[config.mk]
export PLATFORM = sky130hd
export DESIGN_NAME = ramb16_s1_port_arbiter
export DESIGN_NICKNAME = d
export VERILOG_FILES = /design/src/rtl/ramb16_s1_port_arbiter.sv
export SDC_FILE = /design/constraint.sdc
export NUM_CORES = 1
export LEC_CHECK = 0
export ABC_CLOCK_PERIOD_IN_PS = 1500
export CAP_MARGIN = 5
export CORE_ASPECT_RATIO = 1.2
export CORE_MARGIN = 4
export CORE_UTILIZATION = 39
export DETAILED_ROUTE_END_ITERATION = 7
export PLACE_DENSITY = 0.75
export SYNTH_ARGS = -nofsm -noshare
export SYNTH_HDL_FRONTEND = slang
export SYNTH_SLANG_ARGS = --single-unit
[constraint.sdc]
create_clock -name CLK -period 1.5 [get_ports CLK]
set_clock_uncertainty 0.15 [all_clocks]
set_input_delay 0.375 -clock CLK [delete_from_list [all_inputs] [get_ports CLK]]
set_output_delay 0.375 -clock CLK [all_outputs]
set_load 0.02 [all_outputs]
[src/rtl/ramb16_s1_port_arbiter.sv]
// Two-requester round-robin arbiter for one port of a 16K x 1 block RAM,
// with a sequential full-memory clear engine sharing the same RAM port.
module ramb16_s1_port_arbiter #(
  parameter bit CLR_ON_RESET = 1'b1,
  parameter bit CLR_VAL_DEF  = 1'b0
) (
  input  logic        CLK,
  input  logic        RSTN,
  input  logic        REQ0,
  input  logic        REQ1,
  input  logic        WE0,
  input  logic        WE1,
  input  logic [13:0] ADDR0,
  input  logic [13:0] ADDR1,
  input  logic        DI0,
  input  logic        DI1,
  output logic        GNT0,
  output logic        GNT1,
  output logic        RVALID0,
  output logic        RVALID1,
  output logic        RDATA0,
  output logic        RDATA1,
  input  logic        CLR_REQ,
  input  logic        CLR_VAL,
  output logic        BUSY,
  output logic        RAM_EN,
  output logic        RAM_WE,
  output logic        RAM_SSR,
  output logic [13:0] RAM_ADDR,
  output logic        RAM_DI,
  input  logic        RAM_DO
);

  localparam int unsigned AW = 14;
  localparam logic [AW-1:0] LAST_ADDR = '1;

  typedef enum logic {IDLE, CLEAR} state_e;

  typedef struct packed {
    logic          en;
    logic          we;
    logic [AW-1:0] addr;
    logic          di;
  } ram_cmd_t;

  state_e        state_q, state_d;
  logic          prio_q, prio_d;        // 0: requester 0 wins a tie
  logic          rst_clr_q;             // first cycle after reset acts as a clear request
  logic          clr_val_q, clr_val_d;
  logic [AW-1:0] cnt_q, cnt_d;
  logic          busy_q, busy_d;
  ram_cmd_t      ram_q, ram_d;
  logic [1:0]    rd_pend_q, rd_pend_d;  // read issued to RAM this cycle
  logic [1:0]    rvalid_q;

  logic clr_start_c;
  logic arb_en_c;
  logic gnt0_c;
  logic gnt1_c;

  // Grant decode: a clear start blocks arbitration in its own cycle.
  always_comb begin
    clr_start_c = (state_q == IDLE) && (CLR_REQ || rst_clr_q);
    arb_en_c    = RSTN && (state_q == IDLE) && !clr_start_c;
    gnt0_c      = arb_en_c && REQ0 && (!REQ1 || !prio_q);
    gnt1_c      = arb_en_c && REQ1 && (!REQ0 ||  prio_q);
  end

  // Next-state, RAM command and pointer update.
  always_comb begin
    state_d   = state_q;
    prio_d    = prio_q;
    clr_val_d = clr_val_q;
    cnt_d     = cnt_q;
    busy_d    = busy_q;
    ram_d     = '0;
    rd_pend_d = {gnt1_c && !WE1, gnt0_c && !WE0};

    case (state_q)
      IDLE: begin
        if (clr_start_c) begin
          state_d   = CLEAR;
          cnt_d     = '0;
          busy_d    = 1'b1;
          clr_val_d = rst_clr_q ? CLR_VAL_DEF : CLR_VAL;
        end else if (gnt0_c) begin
          ram_d.en   = 1'b1;
          ram_d.we   = WE0;
          ram_d.addr = ADDR0;
          ram_d.di   = DI0;
          prio_d     = 1'b1;
        end else if (gnt1_c) begin
          ram_d.en   = 1'b1;
          ram_d.we   = WE1;
          ram_d.addr = ADDR1;
          ram_d.di   = DI1;
          prio_d     = 1'b0;
        end
      end
      CLEAR: begin
        ram_d.en   = 1'b1;
        ram_d.we   = 1'b1;
        ram_d.addr = cnt_q;
        ram_d.di   = clr_val_q;
        cnt_d      = cnt_q + AW'(1);
        if (cnt_q == LAST_ADDR) begin
          state_d = IDLE;
          busy_d  = 1'b0;
        end
      end
      default: state_d = IDLE;
    endcase
  end

  // State and output registers with synchronous active-low reset.
  always_ff @(posedge CLK) begin
    if (!RSTN) begin
      state_q   <= IDLE;
      prio_q    <= 1'b0;
      rst_clr_q <= CLR_ON_RESET;
      clr_val_q <= 1'b0;
      cnt_q     <= '0;
      busy_q    <= 1'b0;
      ram_q     <= '0;
      rd_pend_q <= '0;
      rvalid_q  <= '0;
    end else begin
      state_q   <= state_d;
      prio_q    <= prio_d;
      rst_clr_q <= 1'b0;
      clr_val_q <= clr_val_d;
      cnt_q     <= cnt_d;
      busy_q    <= busy_d;
      ram_q     <= ram_d;
      rd_pend_q <= rd_pend_d;
      rvalid_q  <= rd_pend_q;
    end
  end

  assign GNT0     = gnt0_c;
  assign GNT1     = gnt1_c;
  assign RVALID0  = rvalid_q[0];
  assign RVALID1  = rvalid_q[1];
  // RAM_DO is valid in the strobe cycle; masked so it reads 0 otherwise.
  assign RDATA0   = rvalid_q[0] && RAM_DO;
  assign RDATA1   = rvalid_q[1] && RAM_DO;
  assign BUSY     = busy_q;
  assign RAM_EN   = ram_q.en;
  assign RAM_WE   = ram_q.we;
  assign RAM_ADDR = ram_q.addr;
  assign RAM_DI   = ram_q.di;
  assign RAM_SSR  = 1'b0;

endmodule

# Yosys cells after proc, flatten, opt, wreduce, memory -nomap -nowiden
# Index checks and enable logic that the tools add are counted.
word_totals:
  ff_bits: 40
  latch_bits: 0
  output_inout_bits: 25
  n_memories: 0
  ram_bits: 0
  rom_bits: 0
  in_bits: 39
classes:
  n_lt_le_gt_ge: 0
  bitwise: 2
  n_reduce_logical: 24
  div: 0
  eq_ne: 3
  n_mul: 0
  n_shift: 0
  mux: 16
  n_addsub: 1
op_table:
  columns: ["cell", "count"]
  rows:
  - ["$mux W17", 3]
  - ["$pmux W17 S2", 1]
  - ["$pmux W14 S2", 1]
  - ["$add A14 B1 Y14 const B", 1]
  - ["$eq A14 B14 Y1 const B", 1]
  - ["$mux W14", 1]
  - ["$logic_and A1 B1 Y1", 11]
  - ["$mux W1", 8]
  - ["$logic_not A1 Y1", 6]
  - ["$pmux W1 S2", 2]
  - ["$reduce_and A2 Y1", 2]
  - ["$logic_or A1 B1 Y1", 3]
  - ["$reduce_and A3 Y1", 1]
  - ["$ne A2 B1 Y1 const B", 1]
  - ["$ne A2 B2 Y1 const B", 1]
  - ["$not A1 Y1", 2]
  - ["$reduce_bool A2 Y1", 1]

# Logic depth before layout (Yosys ltp)
depth:
  ltp_word: 10
  depth_mapped: 6

# Worst setup path after synthesis
# Ideal clock, no wire load.
synth_path:
  path_type: "in2out"
  startpoint: "in CLR_REQ"
  endpoint: "out GNT0"
  n_path_buf: 1
  slack_ns: -0.352
  stages: 4
  t_arrival_ns: 1.327
  required_time_ns: 0.975
  cell_sequence: "nor3_2 -> nand2_2 -> buf_6 -> nor2_1"
synth_via:
  elab_chain_len: 6
synth_rtl:
  columns: ["element", "line", "rtl"]
  rows:
  - ["start: declaration", "23", "input logic CLR_REQ,"]
  - ["$logic_or A1 B1 Y1", "63", "clr_start_c = (state_q == IDLE) && (CLR_REQ || rst_clr_q);"]
  - ["$logic_and A1 B1 Y1", "63", null]
  - ["$logic_not A1 Y1", "64", "arb_en_c = RSTN && (state_q == IDLE) && !clr_start_c;"]
  - ["$logic_and A1 B1 Y1", "64", null]
  - ["$logic_and A1 B1 Y1 (2 in series)", "65", "gnt0_c = arb_en_c && REQ0 && (!REQ1 || !prio_q);"]
  - ["end: declaration", "17", "output logic GNT0,"]
# Every way passes these cells.

# Worst setup path after layout
layout_path:
  startpoint: "reg rst_clr_q"
  endpoint: "out GNT1"
layout_via:
  elab_chain_len: 6
layout_rtl:
  columns: ["element", "line", "rtl"]
  rows:
  - ["start: declaration", "48", "logic rst_clr_q;"]
  - ["start signal: assignment", "120", "rst_clr_q <= CLR_ON_RESET;"]
  - ["start signal: assignment", "130", "rst_clr_q <= 1'b0;"]
  - ["$logic_or A1 B1 Y1", "63", null]
  - ["$logic_and A1 B1 Y1", "63", null]
  - ["$logic_not A1 Y1", "64", null]
  - ["$logic_and A1 B1 Y1", "64", null]
  - ["$logic_and A1 B1 Y1 (2 in series)", "66", "gnt1_c = arb_en_c && REQ1 && (!REQ0 || prio_q);"]
  - ["end: declaration", "18", "output logic GNT1,"]
# Every way passes these cells.

==> impl_metrics.csv <==
group,metric,value,unit
placement,post-place-ws,-963.5,ps
cells_and_area,drive_above_1_share,30.90,%
worst_setup_path,end_kind,"output port",
grt,antenna_found_initial,0,
logic_synthesis,ys_seq_area_share,47.62,%
logic_synthesis,muxShareOfSynthArea,2.530,%
pwr,internal_power,1.781,mW
grt,grt_pass1_wl,7.941,mm
timing,setup_violations,2,
pwr,seqPwrFrac,47.1,%
worst_setup_path,cp_data_required_time,970,ps
detailed_routing,wirelength,4.997,mm
pwr,p_switching,0.5523,mW
detailed_routing,ant_nets,0,
cts,clock_latency,300,ps
worst_setup_path,arrival,1200,ps
cells_and_area,area_delta_synth_final,68.23,%
pwr,switching_share,23.67,%
cts,tritoncts,"built",
pwr,ir_worst_vdd,0.5383,mV
worst_setup_path,path_class,"reg2out",
detailed_routing,dr_total_vias,1706,
timing,rsz0062_at_grt,"true",
placement,port_buffers,62,
logic_synthesis,syn_avg_cell_area,9.139,um^2
cts,cts_buffer_depth,2,
floorplanning,die_h,79.93,um
cts,cts-root-buf,"clkbuf_8",
grt,overflow,0,
logic_synthesis,synthArstFlopShare,0,%
cts,clock-sinks,40,
logic_synthesis,syn_area,1682,um^2
cts,ctsHtreeMaxLevel,2,
logic_synthesis,syn_inst,184,
floorplanning,die_area,5431,um^2
logic_synthesis,synth_compound_area_share,18.53,%
cells_and_area,nFillCells,335,
placement,gp_congestion,0.8664,
timing,post-route-min-period,1724,ps
pwr,combinationalPowerShare,15.4,%
worst_setup_path,cp_max_fo,3,
timing,fin_tns_setup,-409.8,ps
pwr,p_per_area,824.8,nW/um^2
placement,dp.final_hpwl,3.654,mm
pwr,power.share.clock,37.5,%
logic_synthesis,synthSimpleGateAreaFrac,24.18,%
floorplanning,die_w,67.95,um
timing,hold_violations,0,
hold_path,hold_path.class,"reg2reg",
grt,grt_usage,19.54,%
grt,first_global_vias,1685,
logic_synthesis,synth_enable_flop_cells,0,
timing,finalMaxSlewViolations,0,
detailed_routing,drtPass1Iterations,4,
floorplanning,core,4066,um^2
detailed_routing,drc,0,
pwr,p_leak,1.194,nW
placement,dp.cells,329,
worst_setup_path,crit_path_start_kind,"flip-flop",
grt,grt_max_degree,17,
cells_and_area,fin_nets,327,
logic_synthesis,synth-seq-cells,40,
status,outcome,"complete, but fails checks",
floorplanning,initial_utilization,41.35,%
timing,clock.fmax,0.5802,GHz
logic_synthesis,synth_top_family_by_area,"simple AND/OR/NAND/NOR gates",
logic_synthesis,synth.distinct_cells,43,
logic_synthesis,ys_warn_count,0,
logic_synthesis,synth_fp_nets,224,
cells_and_area,diodes,0,
cts,cts_inserted_buffers,5,
cells_and_area,stdcell_count,342,
timing,finalWorstSetupSlack,-223.7,ps
detailed_routing,post_drt_wl_per_cell,14.61,um
logic_synthesis,synth_adder_area_share,0.7440,%
logic_synthesis,synthFlopType,"dfxtp_1",
floorplanning,io_pins,64,
cts,clkSlewWorstSetupHoldPaths,70,ps
detailed_routing,first_iter_violations,84,
run,maxCapViolCount,0,
logic_synthesis,synth_xor_area_share,2.083,%
status,violations,"setup timing",
floorplanning,std_cell_rows,25,
timing,finalCritPeriodShare,114.9,%
detailed_routing,viasPerCell,4.988,
## final timing paths
path / start / end / slack [ps] / depth (start not counted)
worst max-delay path: rst_clr_q$_DFF_P_ / GNT1 / -220 / 4
worst min-delay path: rd_pend_q[1]$_SDFF_PN0_ / rvalid_q[1]$_SDFF_PN0_ / 290 / 1
worst max register to register: prio_q$_SDFFE_PN0P_ / RAM_WE$_SDFF_PN0_ / 30 / 5
worst min register to register: rd_pend_q[1]$_SDFF_PN0_ / rvalid_q[1]$_SDFF_PN0_ / 290 / 1
## critical path, stage by stage (launching register included)
cell and delay [ps]:
dfxtp_2 340, nor3_4 210, nand2_4 110, nor2b_4 130, buf_6 120
## cells by family (layout without fill, tap and decap cells)
kind of cell | Yosys count | in the layout
AND/OR/NAND/NOR | 75 | 75
multiplexers | 4 | 4
AO/OA/AOI/OAI | 47 | 47
buffers and inverters | 12 | 116
flip-flops | 40 | 40
XOR/XNOR | 4 | 4
other | 1 | 1
adder cells (fa/ha/maj) | 1 | 1
## metrics by stage
step                util (%)  hold WS, ps  total power, mW  area, um^2
floorplan                  -        261.9            1.255        1697
global placement       64.34        269.7            1.462        2616
detailed placement     64.34        270.1            1.467        2616
CTS                    67.91        287.3            2.341        2761
global route           69.57        300.5            2.433        2829
finish                 69.57        285.3            2.333        2829
## per-layer routing
metal	up-vias	global-route usage (%)	routed length [um]
met5	-	0	0
met4	0	8.549	78
met3	8	4.366	382
met2	57	31.73	2449
met1	777	24.20	2086
li1	864	-	-
## cell type report
cell class                      instances  area (um^2)  share of cell area, %
Tap cell                               54        67.56                  2.388
Clock buffer                            5        68.82                  2.433
Inverter                                2        7.507                 0.2654
Sequential cell                        40        808.3                  28.57
Timing Repair Buffer                  106        934.6                  33.04
Clock inverter                          3        42.54                  1.504
Multi-Input combinational cell        132        899.6                  31.80
## sequential cells by signal, indices dropped and copies added (netlist names)
signal,count
RAM_ADDR,14
prio_q,1
cnt_q,14
RAM_EN,1
BUSY,1
state_q,1
rd_pend_q,2
rvalid_q,2
rst_clr_q,1
RAM_DI,1
RAM_WE,1
clr_val_q,1
## synthesized netlist by cell type (all sizes together) (3+ instances only)
library cell	number	share of area [%]
nand2	23	5.3
dfxtp	40	48
o31ai	3	1.3
a22oi	14	6.2
a21oi	3	0.89
xor2	3	1.6
buf	8	3.2
nand4	6	2.6
and4	3	1.7
nor2	10	2.2
o21ai	18	5.4
and2	11	4.4
nand3	12	3.6
## placed cells by master, fill, tap and decap left out, types with 3 or more instances in the layout
cell type | netlist | final
dfxtp_2 | 0 | 6
a22oi_1 | 14 | 10
o21ai_1 | 12 | 12
a21oi_1 | 3 | 3
nand3_1 | 12 | 12
dlygate4sd2_1 | 0 | 14
o21ai_0 | 6 | 6
and2_1 | 9 | 8
buf_6 | 2 | 5
xor2_1 | 3 | 3
clkdlybuf4s50_1 | 0 | 33
nand2_1 | 22 | 20
a22oi_2 | 0 | 4
clkdlybuf4s15_1 | 0 | 10
nor2_1 | 10 | 8
clkbuf_8 | 0 | 5
dfxtp_1 | 40 | 34
nand4_1 | 5 | 5
buf_4 | 1 | 42
## what timing repair did
| item | CTS | global route |
|---|---|---|
| hold buffers | 0 | 0 |
| pin swaps | 3 | 7 |
| hold endpoints to repair | 0 | 0 |
| setup endpoints to repair | 57 | 31 |
| buffers inserted | 5 | 1 |
| cloned | 0 | 0 |
| resized for setup | 54 | 30 |
## power groups by stage
stage | combinational, mW | sequential (mW) | clock (mW)
2_1_floorplan | 0.116 | 1.14 | 0
3_3_place_gp | 0.342 | 1.12 | 0
3_5_place_dp | 0.346 | 1.12 | 0
4_1_cts | 0.349 | 1.10 | 0.896
5_1_grt | 0.389 | 1.10 | 0.943
6_report | 0.360 | 1.10 | 0.875
Note: power is estimated with default switching activity, not from simulation.
